## config.mk

```make
export PLATFORM = sky130hd
export DESIGN_NAME = tl45_muldiv
export DESIGN_NICKNAME = d
export VERILOG_FILES = /design/src/rtl/tl45_muldiv.sv
export SDC_FILE = /design/constraint.sdc
export NUM_CORES = 1
export LEC_CHECK = 0
export CAP_MARGIN = 10
export CORE_ASPECT_RATIO = 0.5
export CORE_MARGIN = 1
export CORE_UTILIZATION = 57
export DETAILED_ROUTE_END_ITERATION = 10
export PLACE_DENSITY_LB_ADDON = 0.2
export SLEW_MARGIN = 10
export SYNTH_ARGS = -nofsm -noshare
export SYNTH_HDL_FRONTEND = slang
export SYNTH_SLANG_ARGS = --single-unit
```

## constraint.sdc

```tcl
create_clock -name i_clk -period 3.18 [get_ports i_clk]
set_clock_uncertainty 0.05 [all_clocks]
set_input_delay 0.636 -clock i_clk [delete_from_list [all_inputs] [get_ports i_clk]]
set_output_delay 0.636 -clock i_clk [all_outputs]
set_load 0.005 [all_outputs]
```

## src/rtl/tl45_muldiv.sv

```systemverilog
// rtl/tl45_muldiv.sv - iterative unsigned MUL/DIVU/REMU sequencer for the TL45 execute stage
module tl45_muldiv #(
  parameter int WIDTH = 32
) (
  input  logic             i_clk,
  input  logic             i_reset,
  input  logic             i_pipe_stall,
  input  logic             i_pipe_flush,
  output logic             o_pipe_stall,
  output logic             o_pipe_flush,
  input  logic [4:0]       i_opcode,
  input  logic [3:0]       i_dr,
  input  logic [WIDTH-1:0] i_sr1_val,
  input  logic [WIDTH-1:0] i_sr2_val,
  output logic [3:0]       o_dr,
  output logic [WIDTH-1:0] o_value,
  output logic [3:0]       o_of_reg,
  output logic [WIDTH-1:0] o_of_val,
  output logic             o_busy
);

  localparam int CW = $clog2(WIDTH);
  localparam logic [4:0] OP_MUL  = 5'h3;
  localparam logic [4:0] OP_DIVU = 5'h4;
  localparam logic [4:0] OP_REMU = 5'h5;
  localparam logic [CW-1:0] LAST_STEP = CW'(WIDTH - 1);

  typedef enum logic [1:0] {
    S_IDLE,
    S_BUSY,
    S_DONE
  } state_t;

  state_t           state;
  logic [CW-1:0]    count;
  logic [4:0]       op;
  logic [3:0]       dr;
  logic [WIDTH-1:0] acc;
  logic [WIDTH-1:0] mcand;
  logic [WIDTH-1:0] mplier;
  logic [WIDTH-1:0] rem;
  logic [WIDTH-1:0] quo;
  logic [WIDTH-1:0] divisor;

  logic             is_op;
  logic             accept;
  logic             int_stall;
  logic [WIDTH:0]   rem_shift;
  logic [WIDTH:0]   rem_diff;
  logic             rem_ge;
  logic [WIDTH-1:0] rem_next;
  logic [WIDTH-1:0] quo_next;
  logic [WIDTH-1:0] result;

  always_comb begin
    is_op  = (i_opcode == OP_MUL) || (i_opcode == OP_DIVU) || (i_opcode == OP_REMU);
    // Reset masks the accept so the stall output follows i_pipe_stall while held in reset.
    accept = i_reset && (state == S_IDLE) && is_op && !i_pipe_stall && !i_pipe_flush;
    int_stall = accept || (state == S_BUSY);

    // Restoring divide step: the shifted partial remainder needs one extra bit for the compare.
    rem_shift = {rem, quo[WIDTH-1]};
    rem_diff  = rem_shift - {1'b0, divisor};
    rem_ge    = (rem_shift >= {1'b0, divisor});
    rem_next  = rem_ge ? rem_diff[WIDTH-1:0] : rem_shift[WIDTH-1:0];
    quo_next  = {quo[WIDTH-2:0], rem_ge};

    case (op)
      OP_MUL:  result = acc;
      OP_DIVU: result = quo;
      default: result = rem;
    endcase

    o_pipe_stall = i_pipe_stall || int_stall;
    o_pipe_flush = i_pipe_flush;
    o_busy       = (state != S_IDLE);
    o_of_reg     = (state == S_DONE) ? dr : 4'd0;
    o_of_val     = (state == S_DONE) ? result : '0;
  end

  always_ff @(posedge i_clk) begin
    if (!i_reset) begin
      state   <= S_IDLE;
      count   <= '0;
      op      <= 5'd0;
      dr      <= 4'd0;
      acc     <= '0;
      mcand   <= '0;
      mplier  <= '0;
      rem     <= '0;
      quo     <= '0;
      divisor <= '0;
      o_dr    <= 4'd0;
      o_value <= '0;
    end else begin
      case (state)
        S_IDLE: begin
          if (!i_pipe_stall) begin
            o_dr    <= 4'd0;
            o_value <= '0;
          end
          if (accept) begin
            op      <= i_opcode;
            dr      <= i_dr;
            mcand   <= i_sr1_val;
            mplier  <= i_sr2_val;
            divisor <= i_sr2_val;
            acc     <= '0;
            count   <= '0;
            if ((i_opcode != OP_MUL) && (i_sr2_val == '0)) begin
              // Divide by zero skips the loop; both result registers are preloaded.
              quo   <= '1;
              rem   <= i_sr1_val;
              state <= S_DONE;
            end else begin
              quo   <= i_sr1_val;
              rem   <= '0;
              state <= S_BUSY;
            end
          end
        end

        S_BUSY: begin
          if (i_pipe_flush) begin
            o_dr    <= 4'd0;
            o_value <= '0;
            state   <= S_IDLE;
          end else begin
            if (op == OP_MUL) begin
              if (mplier[0]) begin
                acc <= acc + mcand;
              end
              mcand  <= mcand << 1;
              mplier <= mplier >> 1;
            end else begin
              rem <= rem_next;
              quo <= quo_next;
            end
            if (count == LAST_STEP) begin
              state <= S_DONE;
            end else begin
              count <= count + CW'(1);
            end
          end
        end

        S_DONE: begin
          if (i_pipe_flush) begin
            o_dr    <= 4'd0;
            o_value <= '0;
            state   <= S_IDLE;
          end else if (!i_pipe_stall) begin
            o_dr    <= dr;
            o_value <= result;
            state   <= S_IDLE;
          end
        end

        default: begin
          state <= S_IDLE;
        end
      endcase
    end
  end

endmodule

```

==> impl_metrics.xml <==
<?xml version="1.0" encoding="UTF-8"?>
<metrics>
  <group name="run_status">
    <metric name="outcome" unit="">finished clean</metric>
  </group>
  <group name="drt">
    <metric name="drcViolationCount" unit="">0</metric>
    <metric name="routedWlPerCell" unit="um">21.4</metric>
    <metric name="vias" unit="">15021</metric>
    <metric name="detail-route-antenna-nets" unit="">0</metric>
    <metric name="detail_route.wirelength" unit="um">48900</metric>
    <metric name="detailedRoute.firstPassIterationCount" unit="">6</metric>
    <metric name="drt_initial_violations" unit="">1969</metric>
    <metric name="avgViaCountPerCell" unit="">6.57</metric>
  </group>
  <group name="place">
    <metric name="numPlacedInstances" unit="">2232</metric>
    <metric name="gp_routability_congestion" unit="">0.984</metric>
    <metric name="io_buffer_count" unit="">151</metric>
    <metric name="placement_stage_cell_area" unit="um^2">16100</metric>
    <metric name="dpl.hpwl" unit="um">34800</metric>
  </group>
  <group name="yosys">
    <metric name="share_of_synthesized_area_occupied_by_flip_flops_and_latches" unit="%">35.1</metric>
    <metric name="synthDominantCellAreaShare" unit="%">35.1</metric>
    <metric name="synth_edf_count" unit="">0</metric>
    <metric name="synth.lib_cells_used.distinct" unit="">74</metric>
    <metric name="netlist.top_cell.by_area" unit="">dfxtp_1</metric>
    <metric name="ys_seq_elements" unit="">244</metric>
    <metric name="mappedNetlistNets" unit="">1971</metric>
    <metric name="largest_cells_by_area_after_synthesis" unit="">dfxtp_1 35%, nand2_1 8.7%, ha_1 5.9%</metric>
    <metric name="syn_inst" unit="">1827</metric>
    <metric name="syn_area" unit="um^2">13900</metric>
    <metric name="avgSynthCellArea" unit="um^2">7.61</metric>
    <metric name="synth-warning-count" unit="">0</metric>
    <metric name="synthArstFlopShare" unit="%">0</metric>
    <metric name="top_ff_cell_synth" unit="">dfxtp_1</metric>
  </group>
  <group name="sta">
    <metric name="number_of_failing_hold_endpoints_at_the_final_stage" unit="">0</metric>
    <metric name="period_needed" unit="ns">3.16</metric>
    <metric name="worst_slew_pin_slew" unit="ns">0.772</metric>
    <metric name="drv_slew" unit="">0</metric>
    <metric name="relSlewSlack" unit="%">48.5</metric>
    <metric name="setup_viol_count_final" unit="">0</metric>
    <metric name="setup-tns-final" unit="ns">0</metric>
    <metric name="fmax" unit="MHz">316</metric>
    <metric name="grt_setup_unrepaired" unit="">true</metric>
    <metric name="final.period_utilization" unit="%">99.4</metric>
  </group>
  <group name="cts">
    <metric name="clock_tree_from_tritoncts" unit="">built</metric>
    <metric name="clock_sink_count" unit="">244</metric>
    <metric name="insertion_delay" unit="ns">0.54</metric>
    <metric name="tritoncts.num_buffers" unit="">23</metric>
    <metric name="clk_pin_slew_worst_paths" unit="ns">0.07</metric>
    <metric name="clock_tree.htree_level_count" unit="">1</metric>
    <metric name="root_buffer" unit="">clkbuf_16</metric>
    <metric name="clk_path_buf_depth" unit="">3</metric>
  </group>
  <group name="final_layout">
    <metric name="layout.cell_area.non_filler" unit="um^2">17300</metric>
    <metric name="layoutNonFillerInstCount" unit="">2287</metric>
    <metric name="final_core_utilization" unit="%">74.1</metric>
    <metric name="post_route_cells_drive_above_1_share" unit="%">10.5</metric>
    <metric name="area_delta_synth_final" unit="%">24.6</metric>
    <metric name="antenna_cells_inserted" unit="">0</metric>
    <metric name="finalNetCount" unit="">2107</metric>
  </group>
  <group name="global_routing">
    <metric name="grt_util_met1" unit="%">54.4</metric>
    <metric name="pin_count_of_the_biggest_net_entering_global_routing" unit="">110</metric>
    <metric name="vias_in_the_first_global_route" unit="">13557</metric>
    <metric name="grt_first_pass_wirelength" unit="um">74600</metric>
    <metric name="globalRouteMet3Util" unit="%">9.24</metric>
    <metric name="overflow_left_after_global_routing" unit="">0</metric>
    <metric name="grt_usage" unit="%">37.3</metric>
    <metric name="grt_antenna_before_repair" unit="">0</metric>
    <metric name="grt.met2_usage" unit="%">54.6</metric>
    <metric name="grt.busiest_layer" unit="">met2</metric>
  </group>
  <group name="power">
    <metric name="power_density" unit="nW/um^2">407</metric>
    <metric name="worst_supply_voltage_drop_on_vdd" unit="mV">0.350</metric>
    <metric name="p_leak" unit="nW">6.87</metric>
  </group>
  <group name="worst_setup_path">
    <metric name="crit_path_end_kind" unit="">output port</metric>
    <metric name="timing.critical_path.arrival" unit="ns">2.47</metric>
    <metric name="critPathMaxFanout" unit="">8</metric>
    <metric name="r2r_setup_slack" unit="ns">0.04</metric>
    <metric name="crit_type" unit="">reg -&gt; out</metric>
    <metric name="critical-path-slowest-cell" unit="">clkdlybuf4s50_1</metric>
    <metric name="slowest_delay" unit="ns">0.53</metric>
    <metric name="rr_worst_depth" unit="">11</metric>
    <metric name="worst_ep_required_time" unit="ns">2.49</metric>
    <metric name="critical_path.cell_chain" unit="">nor4_2 &gt; and2_4 &gt; clkbuf_16 &gt; a22oi_1 &gt; a21oi_2 &gt; clkdlybuf4s50_1</metric>
    <metric name="crit_path_start_kind" unit="">register</metric>
  </group>
  <group name="floorplanning">
    <metric name="initial_utilization" unit="%">59.5</metric>
    <metric name="io_pins" unit="">152</metric>
    <metric name="fp.dieH" unit="um">112</metric>
    <metric name="die_x" unit="um">223</metric>
    <metric name="die_area" unit="um^2">25000</metric>
    <metric name="std_cell_rows" unit="">39</metric>
    <metric name="fp.coreArea" unit="um^2">23400</metric>
  </group>
  <group name="hold_path">
    <metric name="min_delay_path_depth" unit="">2</metric>
    <metric name="worst_hold_path_type" unit="">reg -&gt; reg</metric>
  </group>
  <group name="flow_run">
    <metric name="max-cap-violations" unit="">0</metric>
  </group>
</metrics>
[cells in the final DEF (no fill, tap or decap), types with 7 or more instances in the layout]
cell type and count:
nand2_1 323, dfxtp_1 242, nor2_1 163, clkdlybuf4s50_1 121, a21oi_1 119, o21ai_0 92
a31oi_1 86, a22oi_1 78, buf_4 77, ha_1 64, a311oi_1 63, nand3_1 62
inv_1 49, a21o_1 37, a21oi_2 32, xor2_1 25, xnor2_1 25, clkbuf_16 25
dlymetal6s2s_1 21, nor3_1 17, nand4_1 16, or3_1 14, buf_12 14, and3_1 13
o21a_1 13, nor4_1 12, o211ai_1 9, nand2b_1 8, o21bai_1 8, dlygate4sd2_1 8
and2_1 7, a211oi_1 7
[critical path, delay by kind of cell (launching register included)]
| family | cells | cell delay [ns] |
|---|---|---|
| compound gates | 2 | 0.26 |
| buf+inv | 2 | 0.73 |
| flops | 1 | 0.36 |
| simple gates | 2 | 0.59 |
[registers in the layout, summed over array words and instances (netlist names), 5 cells and up]
signal / cells
acc: 32
divisor: 32
mcand: 32
mplier: 32
o_value: 32
quo: 32
rem: 32
count: 5
op: 5
[power by group]
group / internal, mW / switching [mW] / total (mW)
Combinational: 0.406 / 0.565 / 0.971
Clock: 1.68 / 1.29 / 2.97
Sequential: 3.08 / 0.0227 / 3.10
[synth_stat cells (9+ instances only)]
master and number:
nand2_1 323, dfxtp_1 244, nor2_1 165, a21oi_1 152, clkbuf_1 113, o21ai_0 92
a31oi_1 86, a22oi_1 81, ha_1 65, a311oi_1 63, nand3_1 62, inv_1 50
a21o_1 37, xnor2_1 25, xor2_1 25, nor3_1 19, nand4_1 16, buf_2 14
or3_1 14, and3_1 13, nor4_1 13, o21a_1 13, a211oi_1 9, nand2b_1 9
o211ai_1 9
[cell type report]
class / instances / area [um^2]
Sequential cell: 244 / 4890
Fill cell: 1835 / 6050
Timing Repair Buffer: 246 / 2480
Multi-Input combinational cell: 1398 / 8580
Tap cell: 307 / 384
Inverter: 50 / 190
Clock buffer: 29 / 638
Clock inverter: 13 / 163
[metrics by stage]
step	hold slack, ns	total power [mW]	setup WS (ns)
2_1_floorplan	0.386	3.69	0.458
3_5_place_dp	0.398	4.08	-0.0432
4_1_cts	0.407	6.99	-0.0529
3_3_place_gp	0.395	4.07	-0.0143
5_1_grt	0.427	7.22	-0.103
6_report	0.405	7.05	0.0201
[metal layers]
metal  up-vias  share of wire [%]
met5         -                  0
met4         0                2.2
met3        86                 12
met2       861                 42
met1      7139                 43
li1       6935                  -
[logic make-up after synthesis]
logic type	Yosys count	share of synthesized area (%)
AO/OA/AOI/OAI	611	29.2
XOR/XNOR	50	3.15
buffers and inverters	185	5.31
multiplexers	6	0.432
adder cells (fa/ha/maj)	67	6.14
flip-flops	244	35.1
AND/OR/NAND/NOR	664	20.6
[path summary, 6_finish.rpt]
| check | start | to |
|---|---|---|
| max | op[4] | o_of_val[7] |
| min | divisor[12] | divisor[12] |
| max reg2reg | acc[0] | acc[30] |
| min reg2reg | divisor[12] | divisor[12] |
[repair_timing]
item	CTS	global route
buffers inserted	2	8
pin swaps	3	23
resized for setup	32	53
hold buffers	0	0
setup endpoints to repair	35	50
cloned	0	3
(Power assumes the default switching activity.)
